--- src/rtl/store_unit.sv ---
`default_nettype none
// ============================================================================
// Module   : store_unit
// Purpose  : Byte/half/word store engine with lane alignment. Define
//            STORE_SPLIT_EN to run stores that cross a word boundary as two
//            word writes; without it those stores are rejected with err.
// Revision : 1.0 - initial release
// ============================================================================
module store_unit (
    input  logic        clk,
    input  logic        rst_n,
    input  logic        req_valid,
    output logic        req_ready,
    input  logic [2:0]  funct3,
    input  logic [31:0] addr,
    input  logic [31:0] wdata,
    output logic        done,
    output logic        err,
    output logic        mem_write,
    output logic [31:0] mem_address,
    output logic [31:0] mem_wdata,
    output logic [3:0]  mem_byte_enable,
    input  logic        mem_resp
);

    localparam logic [2:0] c_F3_SB = 3'b000;
    localparam logic [2:0] c_F3_SH = 3'b001;
    localparam logic [2:0] c_F3_SW = 3'b010;

`ifdef STORE_SPLIT_EN
    typedef enum logic [1:0] {
        ST_IDLE = 2'd0,
        ST_WR0  = 2'd1,
        ST_WR1  = 2'd2
    } state_t;
`else
    typedef enum logic [1:0] {
        ST_IDLE = 2'd0,
        ST_WR0  = 2'd1
    } state_t;
`endif

    function automatic logic [3:0] size_mask(input logic [2:0] f3);
        case (f3)
            c_F3_SB: size_mask = 4'b0001;
            c_F3_SH: size_mask = 4'b0011;
            c_F3_SW: size_mask = 4'b1111;
            default: size_mask = 4'b0000;
        endcase
    endfunction

    function automatic logic [31:0] size_data(input logic [2:0] f3, input logic [31:0] d);
        case (f3)
            c_F3_SB: size_data = {24'h0, d[7:0]};
            c_F3_SH: size_data = {16'h0, d[15:0]};
            c_F3_SW: size_data = d;
            default: size_data = 32'h0;
        endcase
    endfunction

    state_t      r_state;
    state_t      w_next_state;
    logic [2:0]  r_funct3;
    logic [31:0] r_addr;
    logic [31:0] r_wdata;
    logic        r_done;
    logic        r_err;

    logic        w_accept;
    logic        w_next_done;
    logic        w_next_err;
    logic        w_req_legal;
    logic [7:0]  w_mask8;
    logic [63:0] w_data64;
    logic [31:0] w_word_addr;

    // Lane mask and data spread across two consecutive words, from the
    // captured request.
    assign w_mask8     = {4'b0000, size_mask(r_funct3)} << r_addr[1:0];
    assign w_data64    = {32'h0, size_data(r_funct3, r_wdata)} << {r_addr[1:0], 3'b000};
    assign w_word_addr = {r_addr[31:2], 2'b00};

`ifdef STORE_SPLIT_EN
    assign w_req_legal = (funct3 == c_F3_SB) || (funct3 == c_F3_SH) || (funct3 == c_F3_SW);
`else
    logic [7:0] w_req_mask8;
    logic       w_unused_hi;

    // Stores that would spill into the next word are illegal in this build.
    assign w_req_mask8 = {4'b0000, size_mask(funct3)} << addr[1:0];
    assign w_req_legal = (w_req_mask8 != 8'h00) && (w_req_mask8[7:4] == 4'b0000);
    assign w_unused_hi = ^{w_mask8[7:4], w_data64[63:32]};
`endif

    always_ff @(posedge clk) begin
        if (!rst_n) begin
            r_state  <= ST_IDLE;
            r_done   <= 1'b0;
            r_err    <= 1'b0;
            r_funct3 <= 3'b000;
            r_addr   <= 32'h0;
            r_wdata  <= 32'h0;
        end else begin
            r_state <= w_next_state;
            r_done  <= w_next_done;
            r_err   <= w_next_err;
            if (w_accept) begin
                r_funct3 <= funct3;
                r_addr   <= addr;
                r_wdata  <= wdata;
            end
        end
    end

    always_comb begin
        w_next_state    = r_state;
        w_next_done     = 1'b0;
        w_next_err      = 1'b0;
        w_accept        = 1'b0;
        req_ready       = 1'b0;
        mem_write       = 1'b0;
        mem_address     = 32'h0;
        mem_wdata       = 32'h0;
        mem_byte_enable = 4'b0000;

        case (r_state)
            ST_IDLE: begin
                req_ready = 1'b1;
                if (req_valid) begin
                    w_accept = 1'b1;
                    if (w_req_legal) begin
                        w_next_state = ST_WR0;
                    end else begin
                        w_next_err = 1'b1;
                    end
                end
            end
            ST_WR0: begin
                mem_write       = 1'b1;
                mem_address     = w_word_addr;
                mem_wdata       = w_data64[31:0];
                mem_byte_enable = w_mask8[3:0];
                if (mem_resp) begin
`ifdef STORE_SPLIT_EN
                    if (w_mask8[7:4] != 4'b0000) begin
                        w_next_state = ST_WR1;
                    end else begin
                        w_next_state = ST_IDLE;
                        w_next_done  = 1'b1;
                    end
`else
                    w_next_state = ST_IDLE;
                    w_next_done  = 1'b1;
`endif
                end
            end
`ifdef STORE_SPLIT_EN
            ST_WR1: begin
                mem_write       = 1'b1;
                mem_address     = w_word_addr + 32'd4;
                mem_wdata       = w_data64[63:32];
                mem_byte_enable = w_mask8[7:4];
                if (mem_resp) begin
                    w_next_state = ST_IDLE;
                    w_next_done  = 1'b1;
                end
            end
`endif
            default: begin
                w_next_state = ST_IDLE;
            end
        endcase
    end

    assign done = r_done;
    assign err  = r_err;

endmodule
`default_nettype wire

--- config.mk ---
export PLATFORM = sky130hd
export DESIGN_NAME = store_unit
export DESIGN_NICKNAME = d
export VERILOG_FILES = /design/src/rtl/store_unit.sv
export SDC_FILE = /design/constraint.sdc
export NUM_CORES = 1
export LEC_CHECK = 0
export ABC_CLOCK_PERIOD_IN_PS = 2100
export BUFFER_PORTS_ARGS = -buffer_cell sky130_fd_sc_hd__clkbuf_2
export CORE_UTILIZATION = 49
export DETAILED_ROUTE_END_ITERATION = 10
export PLACE_DENSITY_LB_ADDON = 0.3
export SYNTH_ARGS = -nofsm -noshare
export SYNTH_HDL_FRONTEND = slang
export SYNTH_SLANG_ARGS = --single-unit
export TNS_END_PERCENT = 20
--- constraint.sdc ---
create_clock -name clk -period 2.1 [get_ports clk]
set_input_delay 0.525 -clock clk [delete_from_list [all_inputs] [get_ports clk]]
set_output_delay 0.525 -clock clk [all_outputs]
set_load 0.05 [all_outputs]
* Word level (Yosys, flattened, before mapping)
Cells that the tools add are included.
** Cells by class
- Add/sub/neg operators :: 0
- Multipliers :: 0
- Divide/modulo/power cells :: 0
- Magnitude comparators :: 0
- Eq/ne operators :: 8
- Shift operators :: 3
- Muxes and demuxes :: 16
- Bitwise operators :: 0
- Reduce and logical (&&, ||, !) cells :: 9
** Operators by type and width (count)
- case mux 32 bit (3 select lines) :: 1
- 2-to-1 mux 32 bit :: 2
- << shifter 32 x 5 -> 32 bit :: 1
- case mux 4 bit (3 select lines) :: 2
- nonzero test 8 bit :: 1
- << shifter 4 x 2 -> 8 bit :: 1
- == test 3 x 1 -> 1 bit (second input constant) :: 2
- == test 3 x 2 -> 1 bit (second input constant) :: 2
- zero test 3 bit :: 2
- 2-to-1 mux 1 bit :: 6
- 2-to-1 mux 2 bit :: 3
- != test 2 bit (second input constant) :: 3
- AND reduction 3 bit :: 2
- zero test 4 bit :: 1
- 2-to-1 mux 4 bit :: 1
- case mux 2 bit (2 select lines) :: 1
- << shifter 4 x 2 -> 4 bit :: 1
- == test 2 x 1 -> 1 bit (second input constant) :: 1
- zero test 2 bit :: 1
- AND reduction 2 bit :: 1
- logical AND 1 bit :: 1
** Storage, ports and cells
- Register bits :: 71
- Bits in latches :: 0
- Memory bits (writable) :: 0
- ROM bits :: 0
- Input bits :: 71
- Word-level logic and storage cells :: 42
- Memories kept :: 0

* Logic depth before layout (Yosys ltp)
- Depth in word-level cells :: 8
- Mapped depth :: 6

* Worst setup path before layout
No wires, ideal clock.
- Path type :: flip-flop to output port
- Start :: register r_state[0]
- End :: output port mem_wdata[30]
- Data arrival time :: 2577 ps
- Data required time :: 1575 ps
- Path slack :: -1002 ps
- Stages on the path, launching flop included :: 6
- Buffers on the path :: 2
- Cell sequence :: dfxtp_1 buf_2 and4bb_1 buf_2 nor2_1 a211oi_1
** On the way
- Cells in the longest elaborated chain, start to end :: 2
** Ends and longest elaborated chain
- start: declaration :: RTL line 61 : state_t r_state;
- start signal: assignment :: RTL line 104 : r_state <= w_next_state;
- == test 2 x 1 -> 1 bit :: RTL line 126 : case (r_state)
- 2-to-1 mux 32 bit :: RTL line 126
- end: declaration :: RTL line 21 : output logic [31:0] mem_wdata,
Every way passes these cells.

* Worst setup path in the final report
- Start :: register r_funct3[0]
- End :: output port mem_wdata[27]
** On the way
- Cells in the longest elaborated chain, start to end :: 4
- Elaborated cells between the ends (all ways) :: 6
- Classes of those cells :: eq/ne: 2; shift: 1; mux: 2; reduce/logical: 1
** Ends and longest elaborated chain
- start: declaration :: RTL line 63 : logic [2:0] r_funct3;
- start signal: assignment :: RTL line 108 : r_funct3 <= funct3;
- == test 3 x 2 -> 1 bit, or another cell as far along :: RTL line 53 : case (f3)
- case mux 32 bit (3 select lines) * :: RTL line 53
- << shifter 32 x 5 -> 32 bit * :: RTL line 80 : assign w_data64 = {32'h0, size_data(r_funct3, r_wdata)} << {r_addr[1:0], 3'b000};
- 2-to-1 mux 32 bit * :: RTL line 126
Mark *: on every way between the ends. The rest lies on a longest branch, timed or not.

==> flow_summary.json <==
{
  "setup_viol": 35,
  "power_density_mw_per_mm2": 638,
  "setup_ws_ns": -0.243,
  "wl_per_cell_um": 14.7,
  "wl_um": 10500,
  "cp.depth": 6,
  "cts_hold_buffers": 0,
  "synth_top_family_by_area": "simple AND/OR/NAND/NOR gates",
  "ff2ff_path_depth": 5,
  "synth_cells": 468,
  "die-area_mm2": 0.00779,
  "crit_top_cell": "buf_6",
  "maxCapViolations": 0,
  "synthXorXnorAreaFrac_pct": 0.240,
  "port_buffers": 140,
  "start_kind": "flip-flop",
  "finalMaxSlewViolations": 0,
  "required_ns": 1.57,
  "status": "finished, violations left",
  "hold_class": "in2reg",
  "fin_skew_ns": 0.00843,
  "drt-vias-per-instance": 5.22,
  "yosys.cell_types.count": 36,
  "htreeDepth": 3,
  "antenna_found_initial": 0,
  "gp_congestion": 0.861,
  "slew_headroom_pct": 55.5,
  "core_mm2": 0.00721,
  "yosys_warnings": 0,
  "yosys.area_share.simple_pct": 28.2,
  "vias": 3741,
  "drive_gt1_share_pct": 36.9,
  "crit_slowest_cell": "dfxtp_2",
  "rsz0062_at_grt": "yes",
  "worstSetupPathType": "reg2out",
  "synth_mux_area_share_pct": 0.309,
  "min_path_cells": 3,
  "hold_viol": 0,
  "power_mw": 3.50,
  "violations": "negative setup slack",
  "finish.net_count": 684,
  "root_buffer": "clkbuf_8",
  "grt-ovfl-total": 0,
  "crit_fanout": 7,
  "grt_max_degree": 44,
  "synth-edff-count": 0,
  "crit_path_max_incr_delay_ns": 0.34,
  "synth-seq-area-share_pct": 38.4,
  "dp_hpwl_um": 7390,
  "cts_buffers": 9,
  "cts_tree": "yes",
  "dr.pass1.iters": 6,
  "ios": 143,
  "num_antenna_cells": 0,
  "ir_worst_vdd_uv": 463,
  "crit_path_cell_trace": "buf_6 > a21oi_4 > buf_6 > o211ai_1 > a211oi_2 > clkbuf_16",
  "arrival_ns": 1.82,
  "min_period_ns": 2.34,
  "clkSlewWorstSetupHoldPaths_ns": 0.08,
  "path_buf_inv": 3,
  "period_share_pct": 112,
  "async_flop_share_pct": 0,
  "die_w_um": 88.3,
  "drt_iter0_drc": 166,
  "cellLeakagePower_nw": 2.39,
  "synth_adder_area_share_pct": 0,
  "areaGrowthSynthToFinish_pct": 50.4,
  "start_util_pct": 50.6,
  "clock_sinks": 70,
  "crit_family": "compound AO/OA/AOI/OAI gates",
  "ant_nets": 0,
  "clk-insertion-delay-late_ns": 0.35,
  "syn_area_mm2": 0.00365,
  "die_y_um": 88.3,
  "ys_ff_latch": 70,
  "drc": 0,
  "avgSynthCellArea_um2": 7.79,
  "grt_pass1_wl_um": 16700,
  "synthFlopType": "dfxtp_1",
  "fmax_mhz": 427,
  "cp-end-kind": "output port",
  "synth_compound_area_share_pct": 26.7,
  "grt_pass1_vias": 3561,
  "pre_cts_ws_ns": -0.0152,
  "grt.total_usage_pct": 28.2,
  "clock_path_buffers": 2,
  "tightest_slew_ns": 0.668,
  "num_rows": 31
}
kinds of logic after synthesis:
logic type / after synthesis
multiplexers: 1
other: 1
XOR/XNOR: 1
flip-flops: 70
buffers and inverters: 44
AO/OA/AOI/OAI: 128
AND/OR/NAND/NOR: 223
layout by cell type, fill, tap and decap left out, drive strengths merged, types with 2 or more instances in the layout:
cell type	n
nor2b	12
bufinv	3
a211oi	15
a221o	4
nand3	4
conb	2
buf	51
and2	39
o21a	9
o22ai	4
inv	3
a2111oi	2
nand2b	10
clkbuf	135
dfxtp	70
nor2	13
o211ai	8
nand2	136
a21oi	13
o21ai	2
and3	6
a21boi	67
routing by layer:
| metal | wire length (um) | part of all wire, % | vias up | global-route usage [%] |
|---|---|---|---|---|
| li1 | - | - | 1848 | - |
| met4 | 278 | 2.6 | 0 | 11.9 |
| met5 | 0 | 0 | - | 0 |
| met2 | 5210 | 49 | 141 | 49.1 |
| met1 | 4360 | 41 | 1724 | 32.9 |
| met3 | 680 | 6.5 | 28 | 7.37 |
Yosys cell counts (10+ instances only):
| master | number | area (um^2) |
|---|---|---|
| nand2b_1 | 10 | 62.6 |
| and2_1 | 39 | 244 |
| a21oi_1 | 12 | 60.1 |
| buf_2 | 13 | 65.1 |
| nor2_1 | 13 | 48.8 |
| a211oi_1 | 15 | 113 |
| clkbuf_1 | 17 | 63.8 |
| a21boi_0 | 66 | 495 |
| nor2b_1 | 12 | 75.1 |
| dfxtp_1 | 70 | 1400 |
| nand2_1 | 136 | 510 |
what timing repair did:
item / CTS / global route
resized for setup: 61 / 5
setup endpoints to repair: 36 / 44
buffers inserted: 4 / 3
pin swaps: 17 / 5
flip-flops by register name, summed over array words and instances, names as in the netlist:
signal    count
err           1
r_funct3      3
r_wdata      32
r_addr       32
r_state       1
done          1
final cells by class:
type	instances	area (um^2)
Multi-Input combinational cell	355	2140
Fill cell	552	1730
Timing Repair Buffer	174	1520
Sequential cell	70	1410
Clock buffer	12	176
Tap cell	99	124
Clock inverter	4	98.8
Inverter	3	11.3
where the power goes:
part	internal, mW	total (mW)	switching, mW
Clock	0.929	1.45	0.522
Combinational	0.243	0.579	0.335
Sequential	1.41	1.47	0.0611
per-stage QoR:
stage	cells	hold WS [ns]	area, um^2	setup TNS (ns)	util [%]
floorplan	469	0.439	3750	-3.99	-
global placement	694	0.445	4860	0	67.3
detailed placement	694	0.453	4860	-0.0750	67.3
CTS	714	0.392	5450	-5.03	75.5
global route	717	0.398	5480	-7.86	76.0
finish	717	0.401	5480	-5.21	76.0
worst register-to-register path: stages, from the launching register on:
cell and delay, ns:
dfxtp_4 0.40, buf_6 0.24, nand2b_2 0.18, buf_4 0.38, nand2_1 0.14, a21boi_0 0.25
worst paths after layout:
kind	start	to	slack, ns
worst max register to register	r_state[0]	r_wdata[5]	0.43
worst min-delay path	addr[3]	r_addr[3]	0.40
worst max-delay path	r_funct3[0]	mem_wdata[27]	-0.24
worst min register to register	r_addr[3]	r_addr[3]	0.46
Note: power is estimated with default switching activity, not from simulation.
